[config.mk]
export PLATFORM = sky130hd
export DESIGN_NAME = lcd_responder
export DESIGN_NICKNAME = d
export VERILOG_FILES = /design/src/rtl/lcd_responder_pkg.sv /design/src/rtl/lcd_ddram.sv /design/src/rtl/lcd_responder.sv
export SDC_FILE = /design/constraint.sdc
export NUM_CORES = 1
export LEC_CHECK = 0
export BUFFER_PORTS_ARGS = -buffer_cell sky130_fd_sc_hd__buf_4
export CAP_MARGIN = 30
export CORE_AREA = 2 2 175 177
export CTS_BUF_LIST = sky130_fd_sc_hd__clkbuf_4 sky130_fd_sc_hd__clkbuf_8
export CTS_CLUSTER_SIZE = 14
export DETAILED_ROUTE_END_ITERATION = 7
export DIE_AREA = 0 0 177 179
export GPL_TIMING_DRIVEN = 0
export PLACE_DENSITY = 0.62
export SKIP_CTS_REPAIR_TIMING = 1
export SLEW_MARGIN = 10
export SYNTH_ARGS = -nofsm -noshare
export SYNTH_HDL_FRONTEND = slang
export SYNTH_HIERARCHICAL = 1
export SYNTH_SLANG_ARGS = --single-unit
export TNS_END_PERCENT = 1
[constraint.sdc]
create_clock -name clk -period 3.15 [get_ports clk]
set_input_delay 0.315 -clock clk [delete_from_list [all_inputs] [get_ports clk]]
set_output_delay 0.315 -clock clk [all_outputs]
set_load 0.1 [all_outputs]
[src/rtl/lcd_responder_pkg.sv]
// Shared types and constants for the HD44780-style LCD responder.
// Holds bus codes, FSM states, command classes and the DDRAM write-port payload.
package lcd_responder_pkg;

    localparam int unsigned DDRAM_DEPTH = 32;
    localparam int unsigned ADDR_W      = 5;
    localparam int unsigned DATA_W      = 8;

    localparam logic [DATA_W-1:0] BLANK_CHAR = 8'h20;

    // {RS, RW} bus codes
    localparam logic [1:0] CTRL_CMD_WR  = 2'b00;
    localparam logic [1:0] CTRL_STAT_RD = 2'b01;
    localparam logic [1:0] CTRL_DATA_WR = 2'b10;
    localparam logic [1:0] CTRL_DATA_RD = 2'b11;

    typedef enum logic [1:0] {
        ST_IDLE  = 2'd0,
        ST_BUSY  = 2'd1,
        ST_CLEAR = 2'd2
    } lcd_state_e;

    typedef enum logic [2:0] {
        CMD_NONE    = 3'd0,
        CMD_CLEAR   = 3'd1,
        CMD_HOME    = 3'd2,
        CMD_ENTRY   = 3'd3,
        CMD_DISPLAY = 3'd4,
        CMD_NOP     = 3'd5,
        CMD_CGRAM   = 3'd6,
        CMD_DDRAM   = 3'd7
    } lcd_cmd_e;

    typedef struct packed {
        logic              we;
        logic [ADDR_W-1:0] addr;
        logic [DATA_W-1:0] data;
    } ddram_wr_t;

    // Command class is selected by the highest set bit of the command byte.
    function automatic lcd_cmd_e decode_cmd(input logic [DATA_W-1:0] d);
        if (d[7])             return CMD_DDRAM;
        else if (d[6])        return CMD_CGRAM;
        else if (d[5] | d[4]) return CMD_NOP;
        else if (d[3])        return CMD_DISPLAY;
        else if (d[2])        return CMD_ENTRY;
        else if (d[1])        return CMD_HOME;
        else if (d[0])        return CMD_CLEAR;
        else                  return CMD_NONE;
    endfunction

    function automatic logic [ADDR_W-1:0] step_addr(input logic [ADDR_W-1:0] a, input logic inc);
        return inc ? a + ADDR_W'(1) : a - ADDR_W'(1);
    endfunction

endpackage

[src/rtl/lcd_ddram.sv]
// 32x8 display data RAM: one synchronous write port, two asynchronous read ports.
// Contents are deliberately not reset; the controller's clear sequence initialises them.
module lcd_ddram
    import lcd_responder_pkg::*;
(
    input  logic              clk,
    input  ddram_wr_t         wr_i,
    input  logic [ADDR_W-1:0] rd_addr_i,
    output logic [DATA_W-1:0] rd_data_o,
    input  logic [ADDR_W-1:0] view_addr_i,
    output logic [DATA_W-1:0] view_data_o
);

    logic [DATA_W-1:0] mem_q [DDRAM_DEPTH];

    always_ff @(posedge clk) begin
        if (wr_i.we) mem_q[wr_i.addr] <= wr_i.data;
    end

    assign rd_data_o   = mem_q[rd_addr_i];
    assign view_data_o = mem_q[view_addr_i];

endmodule

[src/rtl/lcd_responder.sv]
// Receiving end of the 8-bit LCD bus: decodes writes on enable falling edges, tracks busy
// timing, keeps the cursor/flag registers and answers status/data reads.
module lcd_responder
    import lcd_responder_pkg::*;
#(
    parameter int unsigned CMD_CYCLES   = 37,
    parameter int unsigned CLEAR_CYCLES = 1520
) (
    input  logic              clk,
    input  logic              rst_n,
    input  logic [DATA_W-1:0] lcd_data,
    input  logic [1:0]        lcd_ctrl,
    input  logic              lcd_enable,
    output logic [DATA_W-1:0] lcd_rdata,
    output logic              busy,
    output logic              char_valid,
    output logic [DATA_W-1:0] char_out,
    output logic              overrun,
    input  logic [ADDR_W-1:0] view_addr,
    output logic [DATA_W-1:0] view_char,
    output logic              display_on
);

    localparam int unsigned CNT_MAX = (CLEAR_CYCLES > CMD_CYCLES) ? CLEAR_CYCLES : CMD_CYCLES;
    localparam int unsigned CNT_W   = $clog2(CNT_MAX);
    localparam logic [CNT_W-1:0] CMD_LOAD   = CNT_W'(CMD_CYCLES - 1);
    localparam logic [CNT_W-1:0] CLEAR_LOAD = CNT_W'(CLEAR_CYCLES - 1);

    lcd_state_e        state_q;
    logic [CNT_W-1:0]  cnt_q;
    logic [ADDR_W-1:0] addr_q;
    logic              incr_q;
    logic              en_q;
    logic [DATA_W-1:0] rdata_q;
    logic              char_valid_q;
    logic [DATA_W-1:0] char_out_q;
    logic              overrun_q;
    logic              display_on_q;

    logic              fall_c;
    logic              rise_c;
    logic              idle_c;
    logic              wr_ok_c;
    logic              data_wr_c;
    logic              cmd_wr_c;
    logic              clear_fill_c;
    lcd_cmd_e          cmd_c;
    logic [DATA_W-1:0] rd_char_c;
    ddram_wr_t         ddram_wr_c;

    assign fall_c       = en_q & ~lcd_enable;
    assign rise_c       = ~en_q & lcd_enable;
    assign idle_c       = (state_q == ST_IDLE);
    assign wr_ok_c      = fall_c & ~lcd_ctrl[0] & idle_c;
    assign data_wr_c    = wr_ok_c & (lcd_ctrl == CTRL_DATA_WR);
    assign cmd_wr_c     = wr_ok_c & (lcd_ctrl == CTRL_CMD_WR);
    assign clear_fill_c = (state_q == ST_CLEAR) && (cnt_q < CNT_W'(DDRAM_DEPTH));
    assign cmd_c        = decode_cmd(lcd_data);

    // Blank fill during CLEAR and bus data writes never overlap: data writes need IDLE.
    always_comb begin
        ddram_wr_c = '0;
        if (clear_fill_c) begin
            ddram_wr_c.we   = 1'b1;
            ddram_wr_c.addr = cnt_q[ADDR_W-1:0];
            ddram_wr_c.data = BLANK_CHAR;
        end else if (data_wr_c) begin
            ddram_wr_c.we   = 1'b1;
            ddram_wr_c.addr = addr_q;
            ddram_wr_c.data = lcd_data;
        end
    end

    lcd_ddram u_ddram (
        .clk         (clk),
        .wr_i        (ddram_wr_c),
        .rd_addr_i   (addr_q),
        .rd_data_o   (rd_char_c),
        .view_addr_i (view_addr),
        .view_data_o (view_char)
    );

    always_ff @(posedge clk or negedge rst_n) begin
        if (!rst_n) begin
            state_q      <= ST_CLEAR;
            cnt_q        <= CLEAR_LOAD;
            addr_q       <= '0;
            incr_q       <= 1'b1;
            en_q         <= 1'b0;
            rdata_q      <= '0;
            char_valid_q <= 1'b0;
            char_out_q   <= '0;
            overrun_q    <= 1'b0;
            display_on_q <= 1'b0;
        end else begin
            en_q         <= lcd_enable;
            char_valid_q <= 1'b0;

            if (!idle_c) begin
                if (cnt_q == '0) state_q <= ST_IDLE;
                else             cnt_q   <= cnt_q - CNT_W'(1);
            end

            // Writes landing while busy (including the final busy cycle) are dropped.
            if (fall_c && !lcd_ctrl[0] && !idle_c) overrun_q <= 1'b1;

            if (data_wr_c) begin
                char_out_q   <= lcd_data;
                char_valid_q <= 1'b1;
                addr_q       <= step_addr(addr_q, incr_q);
                state_q      <= ST_BUSY;
                cnt_q        <= CMD_LOAD;
            end

            if (cmd_wr_c) begin
                unique case (cmd_c)
                    CMD_DDRAM: begin
                        addr_q  <= {lcd_data[6], lcd_data[3:0]};
                        state_q <= ST_BUSY;
                        cnt_q   <= CMD_LOAD;
                    end
                    CMD_CGRAM, CMD_NOP: begin
                        state_q <= ST_BUSY;
                        cnt_q   <= CMD_LOAD;
                    end
                    CMD_DISPLAY: begin
                        display_on_q <= lcd_data[2];
                        state_q      <= ST_BUSY;
                        cnt_q        <= CMD_LOAD;
                    end
                    CMD_ENTRY: begin
                        incr_q  <= lcd_data[1];
                        state_q <= ST_BUSY;
                        cnt_q   <= CMD_LOAD;
                    end
                    CMD_HOME: begin
                        addr_q  <= '0;
                        state_q <= ST_BUSY;
                        cnt_q   <= CLEAR_LOAD;
                    end
                    CMD_CLEAR: begin
                        addr_q  <= '0;
                        incr_q  <= 1'b1;
                        state_q <= ST_CLEAR;
                        cnt_q   <= CLEAR_LOAD;
                    end
                    default: ;
                endcase
            end

            // Reads are serviced regardless of busy; a data read advances the cursor on its fall.
            if (rise_c && lcd_ctrl[0]) begin
                rdata_q <= lcd_ctrl[1] ? rd_char_c : {~idle_c, 2'b00, addr_q};
            end
            if (fall_c && (lcd_ctrl == CTRL_DATA_RD)) addr_q <= step_addr(addr_q, incr_q);
        end
    end

    assign lcd_rdata  = rdata_q;
    assign busy       = (state_q != ST_IDLE);
    assign char_valid = char_valid_q;
    assign char_out   = char_out_q;
    assign overrun    = overrun_q;
    assign display_on = display_on_q;

endmodule

# After elaboration in Yosys (flattened, before gate mapping)
# Memory sizes are Yosys's and may differ from the RTL's.
# Cells that the tools add are included.
# word_totals
word_cells,82
ramBits,256
output_inout_bits,28
ff_bits,39
n_memories,1
# memory_table
name,words,width,rd,rd_clocked_by_memory_dff,write_ports,line,rtl
u_ddram.mem_q,32,8,2,0,1,lcd_ddram.sv:14,logic [DATA_W-1:0] mem_q [DDRAM_DEPTH];
# classes
mux,29
magnitude_cmp,1
reduce_logical,17
bitwise,11
addsub,3
n_eq_ne,10
# op_table
operator,n
2-to-1 mux 11 bit,4
2-to-1 mux 14 bit,2
one-hot mux 11 bit (2 select lines),1
2-to-1 mux 5 bit,4
== test 3 bit (second input constant),4
2-to-1 mux 2 bit,6
2-to-1 mux 3 bit,4
logical NOT 11 bit,1
< comparator 11 x 6 -> 1 bit (second input constant),1
subtractor 11 x 1 -> 11 bit (second input constant),1
one-hot mux 5 bit (2 select lines),1
2-to-1 mux 8 bit,1
bitwise AND 1 bit,6
== test 2 bit (second input constant),3
== test 3 x 2 -> 1 bit (second input constant),2
OR reduction 6 bit,1
adder 5 x 1 -> 5 bit (second input constant),1
logical AND 1 bit,5
OR reduction 5 bit,1
subtractor 5 x 1 -> 5 bit (second input constant),1
logical NOT 2 bit,2
2-to-1 mux 1 bit,4
inverter 1 bit,4
one-hot mux 2 bit (2 select lines),1
7 further kinds,10

# Logic depth before layout (Yosys ltp)
# depth
ltp_word,12
depth_mapped,9

# Modules after synthesis
# Netlist, hierarchy kept.
# modules_own_cells
module,n_inst,cells_each,area_each_um2,seq_area_each_um2
lcd_ddram,1,516,11887.7,7687.4
lcd_responder,1,217,2152.1,989.7

# Worst setup path after synthesis
# OpenSTA, ideal clock, no wires.
# synth_path
kind,flip-flop to flip-flop
startpoint,register cnt_q[7]
endpoint,"memory u_ddram.mem_q[0][0], enable pin"
arrival_ns,2.792
synth_period_minus_slack_ns,3.162
n_path_buf,1
stages_incl_launch_ff,8
path_slack_ns,-0.012
setup_time_ns,0.370
cell_sequence,dfstp_2 > nor4_1 > nand2_1 > nor3b_2 > mux2_2 > or3b_2 > clkbuf_1 > nor2_1
# synth_lines
element,line,rtl
start: declaration,lcd_responder.sv:30,logic [CNT_W-1:0] cnt_q;
start signal: assignment,lcd_responder.sv:101,else cnt_q <= cnt_q - CNT_W'(1);
end: declaration,lcd_ddram.sv:14,

# Final worst setup path
# layout_path
startpoint,input port view_addr[1]
endpoint,output port view_char[1]
# layout_between
elab_chain_cells,1
# layout_rtl
element,line,rtl
start: declaration,lcd_responder.sv:19,"input logic [ADDR_W-1:0] view_addr,"
memory read (32 x 8 bit),-,
end: declaration,lcd_responder.sv:20,"output logic [DATA_W-1:0] view_char,"
# No other way between the ends.

==> summary.md <==
| Metric | Value |
|---|---|
| Syn_nets | between 700 and 800 |
| Syn Inst Count | roughly 730 |
| Largest family of logic cells by synthesized area | multiplexers |
| GRT Total Usage | 0.257 |
| Fillers | about 2300 |
| Io pins | 46 |
| DRT antenna net count | 0 |
| Layout Skew | around 50 ps |
| Yosys top cell area share | 0.548 |
| Leak Pwr | approximately 4.6 nW |
| Drt pass-1 iters | 5 |
| Initial antenna violation count | 3 |
| Setup crit end kind | primary output |
| Worst-path clk slew | 60 ps |
| Slew @ Worst Pin | just under 800 ps |
| CTS Sinks | approximately 300 |
| Final worst path period share | 0.983 |
| DPL Wire Length | around 27000 um |
| Hold/Removal Path Class | input port to register |
| Sequential-to-total area share from yosys stat | 0.618 |
| Multiplexer share of the synthesized area | 0.282 |
| DR WL/cell | 30.9 um |
| Num rows | between 60 and 70 |
| Routed WL | roughly 40000 um |
| Min Tclk post-route | 3100 ps |
| Yosys warning total | 6 |
| Worst Setup SP | view_addr[1] |
| Slew Limit Fails | 0 |
| Routed vias | roughly 8300 |
| Cell taking the most area after synthesis | edfxtp_1 |
| Post-synth EDFFs | about 260 |
| Core area | 30000 um2 |
| Hold Startpoint | lcd_data[6] |
| Hold WS | roughly 36 ps |
| CTS tree | done |
| Residual DRC | 0 |
| Port bufs | 38 |
| Status | finished clean |
| Commonest cells in the netlist | edfxtp_1, mux4_2, nor2_1 |
| Worst R2R Start | cnt_q[7]$_DFF_PN1_ |
| Kind of critical path | input port to primary output |
| Die Area | 31700 um2 |
| Vias in the first global route | about 8400 |
| Synth Area in Adders | 0.00588 |
| Post-Synth XOR/XNOR Area | 0.00561 |
| Simple-Gate Fraction of Synth Area | 0.0437 |
| Layout cells sized above 1 | 0.475 |
| Top post-synthesis cells by area | edfxtp_1, mux4_2, dfrtp_1 |
| H-tree Lvls | 2 |
| Initial Util | 0.468 |
| FMAX | around 320 MHz |
| Die Ht | 179 um |
| Setup violators final | 0 |
| Final cell count without fillers | between 1000 and 1500 |
| Max IR drop VDD | slightly below 300 uV |
| Post-synthesis register bit count | roughly 300 |
| Relative slew slack | 0.469 |
| WP data arrival | 2780 ps |
| P per Cell Area | 576 nW/um2 |
| Post-Syn Area per Cell | around 19 um2 |
| Fin nets | 880 |
| Root buffer cell | clkbuf_8 |
| Final hold violation count | 0 |
| Maxcap violations | 0 |
| CP Launch Type | input port |
| CP required | approximately 2800 ps |
| Post-DR vias/cell | approximately 6.4 |
| Initial DRC count | about 1100 |
| First-pass GRT wire length | ~58000 um |
| RSZ-0062 raised after global routing | false |
| Worst-Skew Late Latency | between 500 and 600 ps |
| Inst Count DP | between 1000 and 1500 |
| Largest net degree at the start of global routing | 40 |
| Unique masters post-synth | 55 |
| Inserted Clock Buffers | just under 50 |
| Syn Std Cell Area | 14000 um2 |
| Grt total ovfl | 0 |
| Synth Flop Type | edfxtp_1 |
| Synth-to-layout area growth | 16.8% |
| Ys async rst share | 0.132 |
| Top-count cell post-synth | edfxtp_1 |
| Gpl congestion | 0.872 |
| Worst-case clock buffer depth | 3 |
| Die Wd | around 180 um |
| Crit-path max FO | 10 |
| Compound-Gate Fraction of Synth Area | 0.0255 |
-- worst max-delay path: stages --
cell and delay [ps]:
clkbuf_1 430, clkbuf_2 480, mux4_2 420, mux4_2 530, mux2_2 330, buf_4 250
-- metal layers --
metal | vias to the layer above | GRT usage | part of all wire
met3 | 72 | 0.0549 | 0.094
met4 | 2 | 0.0806 | 0.027
met1 | 4397 | 0.359 | 0.39
met5 | - | 0 | 0.00025
met2 | 486 | 0.409 | 0.49
li1 | 3334 | - | -
-- registers in the layout (all words and copies together) (netlist names) --
name / flops
lcd_rdata: 8
overrun: 1
cnt_q: 11
char_valid: 1
char_out: 8
state_q: 2
addr_q: 5
incr_q: 1
en_q: 1
display_on: 1
u_ddram/mem_q: 256
-- cell usage in the layout, fill, tap and decap left out, drive strengths merged, types with 11 or more instances in the layout --
| cell | n |
|---|---|
| clkbuf | 98 |
| mux2 | 26 |
| o21ai | 20 |
| a21oi | 11 |
| clkinv | 12 |
| edfxtp | 256 |
| dfstp | 11 |
| mux4 | 160 |
| dfrtp | 28 |
| nand2 | 25 |
| nor2 | 46 |
| buf | 92 |
-- path summary, 6_finish.rpt --
check	to	slack [ps]	depth (start not counted)
min in group asynchronous	cnt_q[4]$_DFF_PN0_	250	2
setup / recovery	view_char[1]	50	6
hold reg to reg	overrun$_DFFE_PN0P_	460	1
max in group asynchronous	cnt_q[5]$_DFF_PN1_	2500	2
setup reg to reg	u_ddram/mem_q[4][7]$_DFFE_PP_	90	7
hold / removal	char_out[6]$_DFFE_PN0P_	40	2
-- through the flow --
step	power (W)	setup WS [ps]	utilization	cell area [um2]	setup TNS [ps]
3_3_place_gp	0.00605	-838	0.494	14800	-171480
3_5_place_dp	0.00606	-882	0.498	14900	-170370
5_1_grt	0.00979	2.68	0.546	16400	0
6_report	0.00944	53.4	0.546	16400	0
2_1_floorplan	0.00555	-12.0	-	14000	-575
4_1_cts	0.00952	-880	0.532	16000	-169500
-- power by group --
group	switching, W	total (W)	internal, W	leakage [nW]
sequential	0.0000694	0.00431	0.00424	2.23
combinational	0.00104	0.00166	0.000627	1.84
clock	0.00153	0.00346	0.00193	0.541
total	0.00264	0.00944	0.00680	4.60
-- kinds of logic (layout without fill, tap and decap cells) --
group / after synthesis / count (layout)
AO/OA/AOI/OAI: 54 / 54
XOR/XNOR: 9 / 9
adder cells (fa/ha/maj): 6 / 6
buffers and inverters: 56 / 217
flip-flops: 295 / 295
multiplexers: 192 / 192
other: 0 / 1
AND/OR/NAND/NOR: 121 / 121
-- cell type report --
| cell class | instances | area (um2) | area share |
|---|---|---|---|
| inverters | 9 | 33.8 | 0.00206 |
| clock buffers | 76 | 915 | 0.0558 |
| well taps | 396 | 495 | 0.0302 |
| clock inverters | 13 | 97.6 | 0.00595 |
| repair buffers | 74 | 646 | 0.0394 |
| plain buffers | 45 | 251 | 0.0153 |
| diodes | 1 | 2.50 | 0.000153 |
| flip-flops and latches | 295 | 8680 | 0.529 |
| multi-input cells | 382 | 5280 | 0.322 |
Note: power is estimated with default switching activity, not from simulation.
